## src/rtl/huffman_pkg.sv

```systemverilog
// Shared types and helpers for the six-symbol Huffman decoder.
package huffman_pkg;

  localparam int NUM_SYM = 6;
  localparam int CODE_W  = 8;
  localparam int SYM_W   = 3;
  localparam int LEN_W   = 4;

  typedef enum logic [1:0] {
    IDLE,
    LOAD,
    RUN,
    HOLD
  } state_t;

  function automatic logic [LEN_W-1:0] popcount(input logic [CODE_W-1:0] m);
    logic [LEN_W-1:0] n;
    n = '0;
    for (int i = 0; i < CODE_W; i++) begin
      n = n + LEN_W'(m[i]);
    end
    return n;
  endfunction

  // A legal mask is a non-empty run of low ones no longer than max_len.
  function automatic logic mask_legal(input logic [CODE_W-1:0] m, input int max_len);
    logic [CODE_W-1:0] m_inc;
    m_inc = m + CODE_W'(1);
    return (m != '0) && ((m & m_inc) == '0) && (int'(popcount(m)) <= max_len);
  endfunction

endpackage

```

## src/rtl/huffman_code_match.sv

```systemverilog
// One code-table entry comparator: hits when the shifted-in bits equal the masked code word.
module huffman_code_match
  import huffman_pkg::*;
(
  input  logic [CODE_W-1:0] nsr,
  input  logic [LEN_W-1:0]  nlen,
  input  logic [CODE_W-1:0] hc,
  input  logic [CODE_W-1:0] mask,
  input  logic [LEN_W-1:0]  code_len,
  output logic              match
);

  assign match = (nlen == code_len) && ((nsr & mask) == (hc & mask));

endmodule

```

## src/rtl/huffman_decoder.sv

```systemverilog
// Serial MSB-first Huffman decoder for the six-symbol encoder's table.
// Optional symbol counters CNT1..CNT6 are enabled by defining HUFFMAN_DEC_CNT_EN.
module huffman_decoder
  import huffman_pkg::*;
#(
  parameter int MAX_LEN = 8
) (
  input  logic              clk,
  input  logic              reset,
  input  logic              code_valid,
  input  logic [CODE_W-1:0] HC1,
  input  logic [CODE_W-1:0] HC2,
  input  logic [CODE_W-1:0] HC3,
  input  logic [CODE_W-1:0] HC4,
  input  logic [CODE_W-1:0] HC5,
  input  logic [CODE_W-1:0] HC6,
  input  logic [CODE_W-1:0] M1,
  input  logic [CODE_W-1:0] M2,
  input  logic [CODE_W-1:0] M3,
  input  logic [CODE_W-1:0] M4,
  input  logic [CODE_W-1:0] M5,
  input  logic [CODE_W-1:0] M6,
  output logic              tbl_ready,
  output logic              tbl_err,
  input  logic              bit_valid,
  input  logic              bit_in,
  output logic              bit_ready,
  output logic              sym_valid,
  output logic [SYM_W-1:0]  sym,
  input  logic              sym_ready,
  output logic              dec_err
`ifdef HUFFMAN_DEC_CNT_EN
  ,
  output logic [7:0]        CNT1,
  output logic [7:0]        CNT2,
  output logic [7:0]        CNT3,
  output logic [7:0]        CNT4,
  output logic [7:0]        CNT5,
  output logic [7:0]        CNT6
`endif
);

  state_t            state;
  logic [CODE_W-1:0] hc_q [NUM_SYM];
  logic [CODE_W-1:0] m_q  [NUM_SYM];
  logic [LEN_W-1:0]  l_q  [NUM_SYM];
  logic [2:0]        load_idx;
  logic              load_err;
  logic [CODE_W-1:0] sr;
  logic [LEN_W-1:0]  len;
  logic [CODE_W-1:0] nsr;
  logic [LEN_W-1:0]  nlen;
  logic [NUM_SYM-1:0] match;
  logic              hit;
  logic [SYM_W-1:0]  hit_sym;

  assign nsr  = (sr << 1) | CODE_W'(bit_in);
  assign nlen = len + LEN_W'(1);

  for (genvar g = 0; g < NUM_SYM; g++) begin : g_match
    huffman_code_match u_match (
      .nsr      (nsr),
      .nlen     (nlen),
      .hc       (hc_q[g]),
      .mask     (m_q[g]),
      .code_len (l_q[g]),
      .match    (match[g])
    );
  end

  // Descending scan so the lowest-index matching entry wins.
  always_comb begin
    hit     = 1'b0;
    hit_sym = '0;
    for (int i = NUM_SYM - 1; i >= 0; i--) begin
      if (match[i]) begin
        hit     = 1'b1;
        hit_sym = SYM_W'(i + 1);
      end
    end
  end

`ifdef HUFFMAN_DEC_CNT_EN
  logic [7:0] cnt [NUM_SYM];
  assign CNT1 = cnt[0];
  assign CNT2 = cnt[1];
  assign CNT3 = cnt[2];
  assign CNT4 = cnt[3];
  assign CNT5 = cnt[4];
  assign CNT6 = cnt[5];
`endif

  always_ff @(posedge clk or negedge reset) begin
    if (!reset) begin
      state     <= IDLE;
      tbl_ready <= 1'b0;
      tbl_err   <= 1'b0;
      bit_ready <= 1'b0;
      sym_valid <= 1'b0;
      sym       <= '0;
      dec_err   <= 1'b0;
      sr        <= '0;
      len       <= '0;
      load_idx  <= '0;
      load_err  <= 1'b0;
      for (int i = 0; i < NUM_SYM; i++) begin
        hc_q[i] <= '0;
        m_q[i]  <= '0;
        l_q[i]  <= '0;
`ifdef HUFFMAN_DEC_CNT_EN
        cnt[i]  <= '0;
`endif
      end
    end else begin
      dec_err <= 1'b0;
      if (code_valid) begin
        hc_q      <= '{HC1, HC2, HC3, HC4, HC5, HC6};
        m_q       <= '{M1, M2, M3, M4, M5, M6};
        for (int i = 0; i < NUM_SYM; i++) begin
          l_q[i] <= '0;
`ifdef HUFFMAN_DEC_CNT_EN
          cnt[i] <= '0;
`endif
        end
        load_idx  <= '0;
        load_err  <= 1'b0;
        state     <= LOAD;
        tbl_ready <= 1'b0;
        tbl_err   <= 1'b0;
        bit_ready <= 1'b0;
        sym_valid <= 1'b0;
        sr        <= '0;
        len       <= '0;
      end else begin
        case (state)
          IDLE: ;
          // One entry per cycle, then a final cycle to publish the verdict.
          LOAD: begin
            if (load_idx == 3'(NUM_SYM)) begin
              if (load_err) begin
                tbl_err <= 1'b1;
                state   <= IDLE;
              end else begin
                tbl_ready <= 1'b1;
                bit_ready <= 1'b1;
                state     <= RUN;
              end
            end else begin
              l_q[load_idx] <= popcount(m_q[load_idx]);
              if (!mask_legal(m_q[load_idx], MAX_LEN)) begin
                load_err <= 1'b1;
              end
              load_idx <= load_idx + 3'd1;
            end
          end
          RUN: begin
            if (bit_valid && bit_ready) begin
              if (hit) begin
                sym       <= hit_sym;
                sym_valid <= 1'b1;
                bit_ready <= 1'b0;
                sr        <= '0;
                len       <= '0;
                state     <= HOLD;
              end else if (nlen == LEN_W'(MAX_LEN)) begin
                dec_err <= 1'b1;
                sr      <= '0;
                len     <= '0;
              end else begin
                sr  <= nsr;
                len <= nlen;
              end
            end
          end
          HOLD: begin
            if (sym_ready) begin
              sym_valid <= 1'b0;
              bit_ready <= 1'b1;
              state     <= RUN;
`ifdef HUFFMAN_DEC_CNT_EN
              if (cnt[sym - 3'd1] != 8'hFF) begin
                cnt[sym - 3'd1] <= cnt[sym - 3'd1] + 8'd1;
              end
`endif
            end
          end
          default: state <= IDLE;
        endcase
      end
    end
  end

endmodule

```

## config.mk

```make
export PLATFORM = sky130hd
export DESIGN_NAME = huffman_decoder
export DESIGN_NICKNAME = d
export VERILOG_FILES = /design/src/rtl/huffman_pkg.sv /design/src/rtl/huffman_code_match.sv /design/src/rtl/huffman_decoder.sv
export SDC_FILE = /design/constraint.sdc
export NUM_CORES = 1
export LEC_CHECK = 0
export CAP_MARGIN = 20
export CORE_MARGIN = 1.5
export CORE_UTILIZATION = 50
export DETAILED_ROUTE_END_ITERATION = 6
export PLACE_DENSITY = 0.77
export SYNTH_ARGS = -nofsm -noshare
export SYNTH_HDL_FRONTEND = slang
export SYNTH_SLANG_ARGS = --single-unit
```

## constraint.sdc

```tcl
create_clock -name clk -period 5 [get_ports clk]
set_clock_uncertainty 0.1 [all_clocks]
set_input_delay 1.5 -clock clk [delete_from_list [all_inputs] [get_ports clk]]
set_output_delay 1.5 -clock clk [all_outputs]
set_load 0.01 [all_outputs]
```

Word-level counts from Yosys, hierarchy flattened
Index checks and enable logic that the tools add are counted.

storage, ports and cells
  flip-flop bits (word level) = 145
  input port bits = 102
  output and inout bits = 8
  logic and storage cells = 179

operators by class
  reduce and logical (&&, ||, !) cells = 28
  bitwise gates (word level) = 16
  eq/ne operators = 25
  muxes and demuxes = 68
  $lt $le $gt $ge = 3
  add/sub/neg operators = 10

operators with widths
  kind                                                           number
  8-bit AND                                                      13
  24-bit 2-to-1 mux                                              3
  8-bit equality test                                            6
  7-bit 2-to-1 mux                                               5
  1-bit 2-to-1 mux                                               31
  3-bit 2-to-1 mux                                               9
  8-bit binary-select mux with 3-bit select                      1
  24-bit bitwise mux                                             1
  4-bit equality test                                            6
  4-bit 2-to-1 mux                                               6
  4-bit by 1-bit adder with 4-bit output                         4
  8-bit 2-to-1 mux                                               2
  3-bit inequality test, second input constant                   5
  4-bit demux with 3-bit select                                  1
  2-bit 2-to-1 mux                                               6
  1-bit logical AND                                              10
  2-bit nonzero test                                             5
  3-bit AND reduction                                            3
  8-bit by 1-bit adder with 8-bit output, second input constant  1
  8-bit logical NOT                                              1
  8-bit by 1-bit OR with 8-bit output                            1
  4-bit AND reduction                                            2
  8-bit nonzero test                                             1
  2-bit inequality test, second input constant                   3
  22 further kinds                                               24

Logic depth before layout (Yosys ltp)
Gate-level depths: netlist of run 1.

  depth after elaboration = 17
  mapped depth = 15
  depth with buffers taken out = 13

Cells and area by module
From an unflattened synthesis of run 1, not the netlist that was laid out.

second synthesis, totals
  cell total of the unflattened synthesis = 589
  area total of the unflattened synthesis = 7344.5 µm²

modules (own cells, without submodules)
  module              cells an instance  instances  sequential area each (µm²)  area each (µm²)
  huffman_decoder     481                1          3628.5                      6353.6
  huffman_code_match  18                 6          0.0                         165.2

Worst setup path after synthesis of run 1
OpenSTA, ideal clock, no wires.

  path type = register to register
  from = register load_idx[0]
  to = register load_err
  setup slack = 0.343 ns
  buffers on the path = 2
  cell stages (with the launch flop) = 15
  period minus slack after synthesis = 4.657 ns
  setup time = 0.140 ns
  data required time = 4.760 ns
  arrival = 4.416 ns
  cell sequence = dfrtp_1 buf_2 buf_2 mux4_2 mux2i_1 fa_1 inv_1 fa_1 fa_1 ha_1 fa_1 or3b_2 a211oi_1 o2111a_1 a311oi_1

between the ends
  longest elaborated chain between the ends = 15
  elaborated cells on any way between the ends = 22
  those cells by class = add/sub: 8; order compare: 1; eq/ne: 3; mux: 3; bitwise: 2; reduce/logical: 5

ends and longest elaborated chain
  what                                                    RTL line                RTL
  start: declaration                                      huffman_decoder.sv:47   logic [2:0] load_idx;
  start signal: assignment                                huffman_decoder.sv:153  load_idx <= load_idx + 3'd1;
  3-bit inverter with 4-bit output (implied by the code)  huffman_decoder.sv:150  if (!mask_legal(m_q[load_idx], MAX_LEN)) begin
  8-bit binary-select mux with 3-bit select               huffman_decoder.sv:150
  8-bit 2-to-1 mux (implied by the code) (2 in series)    huffman_decoder.sv:150
  1-bit by 1-bit adder with 2-bit output                  huffman_pkg.sv:20       n = n + LEN_W'(m[i]);
  2-bit by 1-bit adder with 3-bit output                  huffman_pkg.sv:20
  3-bit by 1-bit adder with 4-bit output                  huffman_pkg.sv:20
  4-bit by 1-bit adder with 4-bit output (4 in series)    huffman_pkg.sv:20
  4-bit <= comparator                                     huffman_pkg.sv:29       return (m != '0) && ((m & m_inc) == '0) && (int'(popcount(m)) <= max_len);
  1-bit logical AND                                       huffman_pkg.sv:29
  2-bit inequality test (no line)                         -
  3-bit AND reduction (no line) *                         -
  end signal: assignment                                  huffman_decoder.sv:105  load_err <= 1'b0;
  end signal: assignment                                  huffman_decoder.sv:126  load_err <= 1'b0;
  end signal: assignment                                  huffman_decoder.sv:151  load_err <= 1'b1;
  end: declaration                                        huffman_decoder.sv:48   logic load_err;

Mark *: on every way between the ends. The rest lies on a longest branch, timed or not. The select of a mux whose other input is x is not followed.
A chain may end at the register's enable or synchronous reset.

Final worst setup path of run 1
  from = register load_idx[1]
  to = register load_err

Same word-level chain as after synthesis.

==> flow_summary.json, run 1 <==
{
  "status": "finished with violations",
  "violations": "design-rule violations",
  "powerDensity_nw_per_um2": 417,
  "relSlewSlack_pct": 34.5,
  "p_leak_nw": 4.12,
  "netlist_area_sq_um": 7530,
  "endpoint_kind": "register",
  "grt-ovfl-total": 0,
  "worstPathMaxFanout": 22,
  "vias": 5186,
  "hpwl_mm": 13.9,
  "netlist_instances": 611,
  "yosysWarnings": 0,
  "vias_per_cell": 5.71,
  "routedWlPerCell_microns": 20.8,
  "grt_max_degree": 109,
  "die_area_sq_um": 15800,
  "fin_ws_ns": 0.259,
  "switchingPower_mw": 1.26,
  "hold_class": "reg2reg",
  "required_ns": 5.17,
  "clock_path_buffers": 2,
  "clockRootBuffer": "clkbuf_16",
  "fmax_mhz": 211,
  "drive_gt1_share_pct": 24.6,
  "yosysSeqAreaShare_pct": 48.2,
  "ys_types": 66,
  "grt_util_all_layers_pct": 25.3,
  "gp_congestion": 0.899,
  "final_nets": 828,
  "path_clk_slew_ns": 0.06,
  "grt_setup_unrepaired": "no",
  "r2r_cells": 13,
  "switching_share_pct": 32.3,
  "yosys.area.top_type": "dfrtp_1",
  "area_delta_synth_final_pct": 24.5,
  "slew_viol_final": 0,
  "synth_edf_count": 0,
  "drcViolationCount": 1,
  "fillers": 1112,
  "setup_tns_ns": 0,
  "syn_area_per_cell_sq_um": 12.3,
  "ioPinCount": 110,
  "arrival_ns": 4.91,
  "fin_crit_sh_pct": 94.8,
  "combinationalPowerShare_pct": 29.9,
  "maxCapViolCount": 0,
  "synth_ff_type": "dfrtp_1",
  "htreeDepth": 4,
  "grt_pass1_wl_mm": 30.2,
  "worstSetupStartpointType": "register",
  "postCtsHoldBufs": 0,
  "p_int_mw": 2.64,
  "whs_path_depth": 1,
  "coreArea_sq_um": 14600,
  "pwr-share-seq_pct": 36.1,
  "drt-total-wl_mm": 18.9,
  "synth_seq_cells": 145,
  "cts_setup_buffers": 0,
  "io_buffers": 109,
  "synthTopCellsByArea": "dfrtp_1, mux2_2, xor2_1",
  "tritoncts": "built",
  "synthArstFlopShare_pct": 100,
  "worstSetupPathType": "reg2reg",
  "power_frac_clock_pct": 34.1,
  "tightest_slew_ns": 0.983,
  "fp.dieW_microns": 126,
  "first_pass_iters": 7,
  "drtAntennaViolNets": 0,
  "post-route-min-period_ns": 4.74,
  "grt_pass1_vias": 5374,
  "max-vdd-ir-drop_v": 0.000310,
  "diodes": 0,
  "drt_iter0_markers": 442,
  "clock-sinks": 145,
  "rows": 44,
  "dpl_worst_slack_ns": 0.147,
  "clock_latency_ns": 0.43,
  "cts_buffers": 17,
  "die_height_microns": 126,
  "finalHoldViolCount": 0,
  "synth_top_area_share_pct": 48.2,
  "start_util_pct": 51.5,
  "synthesis.nets": 726,
  "setup_violations": 0,
  "antenna_found_initial": 0
}
[layer usage]
metal	routed length (microns)	up-vias	global-route usage [%]	part of all wire (%)
met4	322	0	7.91	1.7
met5	0	-	0	0
li1	-	2364	-	-
met1	8340	2626	34.3	44
met3	1060	24	5.40	5.6
met2	9220	172	41.0	49
[sequential cells by signal, indices dropped and copies added, names as in the netlist, 2 cells and up]
signal,count
sym,3
load_idx,3
len,4
state,2
l_q,24
m_q,48
sr,7
hc_q,48
[final timing paths]
kind / from / slack, ns / endpoint
max: load_idx[1] / 0.26 / load_err
min: sym_valid / 0.39 / sym_valid
max reg2reg: load_idx[1] / 0.26 / load_err
min reg2reg: sym_valid / 0.39 / sym_valid
max in group asynchronous: reset / 2.81 / m_q[17]
min in group asynchronous: reset / 1.10 / l_q[22]
[cell usage after synthesis (3+ instances only)]
cell type and instances:
a2111oi_2 4, a211oi_1 3, a21oi_1 15, a221oi_1 4, a222oi_1 6, a22oi_1 7
a31oi_1 3, buf_2 15, buf_6 3, clkbuf_1 17, dfrtp_1 145, fa_1 4
ha_1 9, inv_1 18, mux2_2 99, mux2i_1 35, mux4_2 5, nand2_1 27
nand3_1 11, nand4_1 3, nor2_1 45, nor2b_1 3, o21ai_2 9, xnor2_1 11
xor2_1 59
[cell type report]
type | instances | area (sq um) | share of cell area (%)
multi-input combinational | 410 | 3650 | 39.0
sequential | 145 | 3630 | 38.7
timing repair buffer | 121 | 1180 | 12.6
clock buffer | 18 | 439 | 4.68
tap | 184 | 230 | 2.45
clock inverter | 13 | 176 | 1.88
inverter | 18 | 67.6 | 0.720
[cell usage in the layout, fill, tap and decap left out, types with 9 or more instances in the layout]
cell             count
nand3_1             11
nor2_1              45
clkbuf_16           17
xnor2_1             11
xor2_1              59
mux2_2              99
a21oi_1             15
mux2i_1             34
dfrtp_1            144
inv_1               18
buf_4               13
ha_1                 9
nand2_1             27
clkdlybuf4s50_1    107
o21ai_2              9
[critical path: stages (launching register included)]
cell and delay, ns:
dfrtp_1 0.36, buf_4 0.27, mux4_2 0.34, mux2i_1 0.27, fa_1 0.45, inv_1 0.09, fa_1 0.42, fa_1 0.50
ha_1 0.24, fa_1 0.45, or3b_2 0.48, a211oi_1 0.30, o2111a_1 0.22, a311oi_1 0.10
[cells by family after synthesis]
logic type,after synthesis,share of synthesized area [%]
buffers and inverters,56,3.39
DFF,145,48.2
muxes,139,20.9
adders and majority gates,13,2.56
xor gates and xnor gates,74,9.50
and+or+nand+nor,109,7.39
AOI/OAI and AO/OA,75,8.07
[power groups by stage]
stage | Combinational, mW | Sequential [mW] | Clock, mW
2_1_floorplan | 0.761 | 1.38 | 0
3_3_place_gp | 1.11 | 1.42 | 0
3_5_place_dp | 1.15 | 1.43 | 0
4_1_cts | 1.16 | 1.41 | 1.35
5_1_grt | 1.28 | 1.42 | 1.41
6_report | 1.17 | 1.41 | 1.33
[through the flow]
stage                     utilization (%)  cells  instance area, sq um  hold WS, ns  power, mW
final                                64.0    909                  9380        0.387       3.91
after global routing                 64.0    909                  9380        0.407       4.11
after floorplan                         -    611                  7530        0.388       2.15
after global placement               59.8    878                  8760        0.375       2.53
after detailed placement             59.8    878                  8760        0.380       2.58
after CTS                            64.0    909                  9370        0.393       3.92
[repair_timing]
action                                  CTS  global route
gates resized for setup                   0             2
endpoints found under the hold margin     0             0
endpoints found under the setup margin    0             1
(Power assumes the default switching activity.)
==> inputs of run 2 (changes only) <==
Settings changed: CAP_MARGIN 20 to default, CORE_ASPECT_RATIO from default to 1.75.
==> flow_summary.json, run 2 (synthesized netlist as in run 1, its figures left out) <==
{
  "rows": 59,
  "clock-sinks": 145,
  "start_util_pct": 51.0,
  "clock_latency_ns": 0.43,
  "post-route-util_pct": 63.6,
  "critPathTopFamily": "adder cells",
  "required_ns": 5.16,
  "holdWs_ns": 0.391,
  "path_cells": "buf_4, mux4_2, mux2i_1, fa_1, inv_1, fa_1, fa_1, ha_1, fa_1, or3b_2, a211oi_1, o2111a_1, a311oi_1",
  "area_delta_synth_final_pct": 24.5,
  "routedWlPerCell_microns": 22.2,
  "status": "finished clean",
  "hold_class": "reg2reg",
  "crit_slowest_cell": "dfrtp_1",
  "slew_viol_final": 0,
  "arrival_ns": 4.94,
  "final_common_cell": "dfrtp_1",
  "p_leak_nw": 4.12,
  "fmax_mhz": 209,
  "powerDensity_nw_per_um2": 421,
  "crit_buf_inv": 2,
  "path_clk_slew_ns": 0.06,
  "critPathMaxStageDelay_ns": 0.51,
  "ff_latch_area_sq_um": 3630,
  "drtAntennaViolNets": 0,
  "tightest_slew_ns": 0.877,
  "drt_iter0_markers": 285,
  "reg.largest.list": "hc_q (48), m_q (48), l_q (24)",
  "hpwl_mm": 15.4,
  "antenna_found_initial": 0,
  "ioPinCount": 110,
  "setup_tns_ns": 0,
  "drcViolationCount": 0,
  "dpl_worst_slack_ns": 0.235,
  "fp.dieW_microns": 95.8,
  "tritoncts": "built",
  "grt_setup_unrepaired": "no",
  "gp_congestion": 0.908,
  "htreeDepth": 4,
  "whs_path_depth": 1,
  "worstPathMaxFanout": 6,
  "cts_buffers": 17,
  "first_pass_iters": 5,
  "crit_cells": 13,
  "drt-total-wl_mm": 20.3,
  "io_buffers": 109,
  "post-route-min-period_ns": 4.78,
  "layout_common_cells": "dfrtp_1, clkdlybuf4s50_1, mux2_2, xor2_1, nor2_1",
  "grt_max_degree": 97,
  "diodes": 0,
  "endpoint_kind": "register",
  "worstSetupPathType": "reg2reg",
  "relSlewSlack_pct": 41.5,
  "vias_per_cell": 5.83,
  "grt_util_all_layers_pct": 27.6,
  "worstSetupStartpointType": "register",
  "die_area_sq_um": 15800,
  "clock_path_buffers": 2,
  "clockRootBuffer": "clkbuf_16",
  "max-vdd-ir-drop_v": 0.000384,
  "cts_setup_buffers": 0,
  "final_nets": 830,
  "grt_pass1_vias": 5543,
  "drive_gt1_share_pct": 24.6,
  "multi_input_area_sq_um": 3650,
  "maxCapViolCount": 0,
  "setup_violations": 0,
  "die_height_microns": 165,
  "finalHoldViolCount": 0,
  "r2r_cells": 13,
  "fin_ws_ns": 0.220,
  "grt_pass1_wl_mm": 31.5,
  "fin_crit_sh_pct": 95.6,
  "cts_resized": 0,
  "fillers": 1131,
  "vias": 5310,
  "grt-ovfl-total": 0,
  "coreArea_sq_um": 14800,
  "postCtsHoldBufs": 0,
  "cp_common_cell": "fa_1"
}
run 2: worst paths after layout:
| kind | start | end | slack, ns |
|---|---|---|---|
| min in group asynchronous | reset | hc_q[5] | 1.07 |
| hold reg to reg | sym_valid | sym_valid | 0.39 |
| setup reg to reg | load_idx[0] | load_err | 0.22 |
| setup / recovery | load_idx[0] | load_err | 0.22 |
| hold / removal | sym_valid | sym_valid | 0.39 |
| max in group asynchronous | reset | l_q[23] | 2.81 |
run 2: worst register-to-register path: cells and delay by family (launching register included):
| family | cells | cell delay, ns |
|---|---|---|
| buffers and inverters | 2 | 0.31 |
| adder cells (fa/ha/maj) | 5 | 2.07 |
| multiplexers | 2 | 0.61 |
| flip-flops | 1 | 0.51 |
| AND/OR/NAND/NOR | 1 | 0.47 |
| AO/OA/AOI/OAI | 3 | 0.53 |
run 2: cell type report:
class | instances | share of cell area, %
inverter | 18 | 0.720
sequential | 145 | 38.7
tap | 183 | 2.44
clock buffer | 17 | 4.53
multi-input combinational | 410 | 38.9
clock inverter | 15 | 2.00
timing repair buffer | 123 | 12.7
run 2: routing by layer:
| metal | share of wire [%] | track usage, % | up-vias |
|---|---|---|---|
| li1 | - | - | 2367 |
| met3 | 2.9 | 3.07 | 37 |
| met2 | 56 | 49.6 | 177 |
| met4 | 3.5 | 13.6 | 0 |
| met5 | 0 | 0 | - |
| met1 | 37 | 31.7 | 2729 |
run 2: power by group:
| part | switching (mW) | total [mW] | leakage, nW | internal, mW |
|---|---|---|---|---|
| clock | 0.563 | 1.32 | 0.298 | 0.759 |
| sequential | 0.114 | 1.41 | 1.79 | 1.30 |
| combinational | 0.648 | 1.22 | 2.03 | 0.570 |
run 2: stage by stage:
stage	area [sq um]	power, mW	cells
finish	9380	3.95	911
detailed placement	8770	2.65	879
global route	9380	4.14	911
CTS	9380	3.96	911
global placement	8770	2.60	879
floorplan	7530	2.15	611
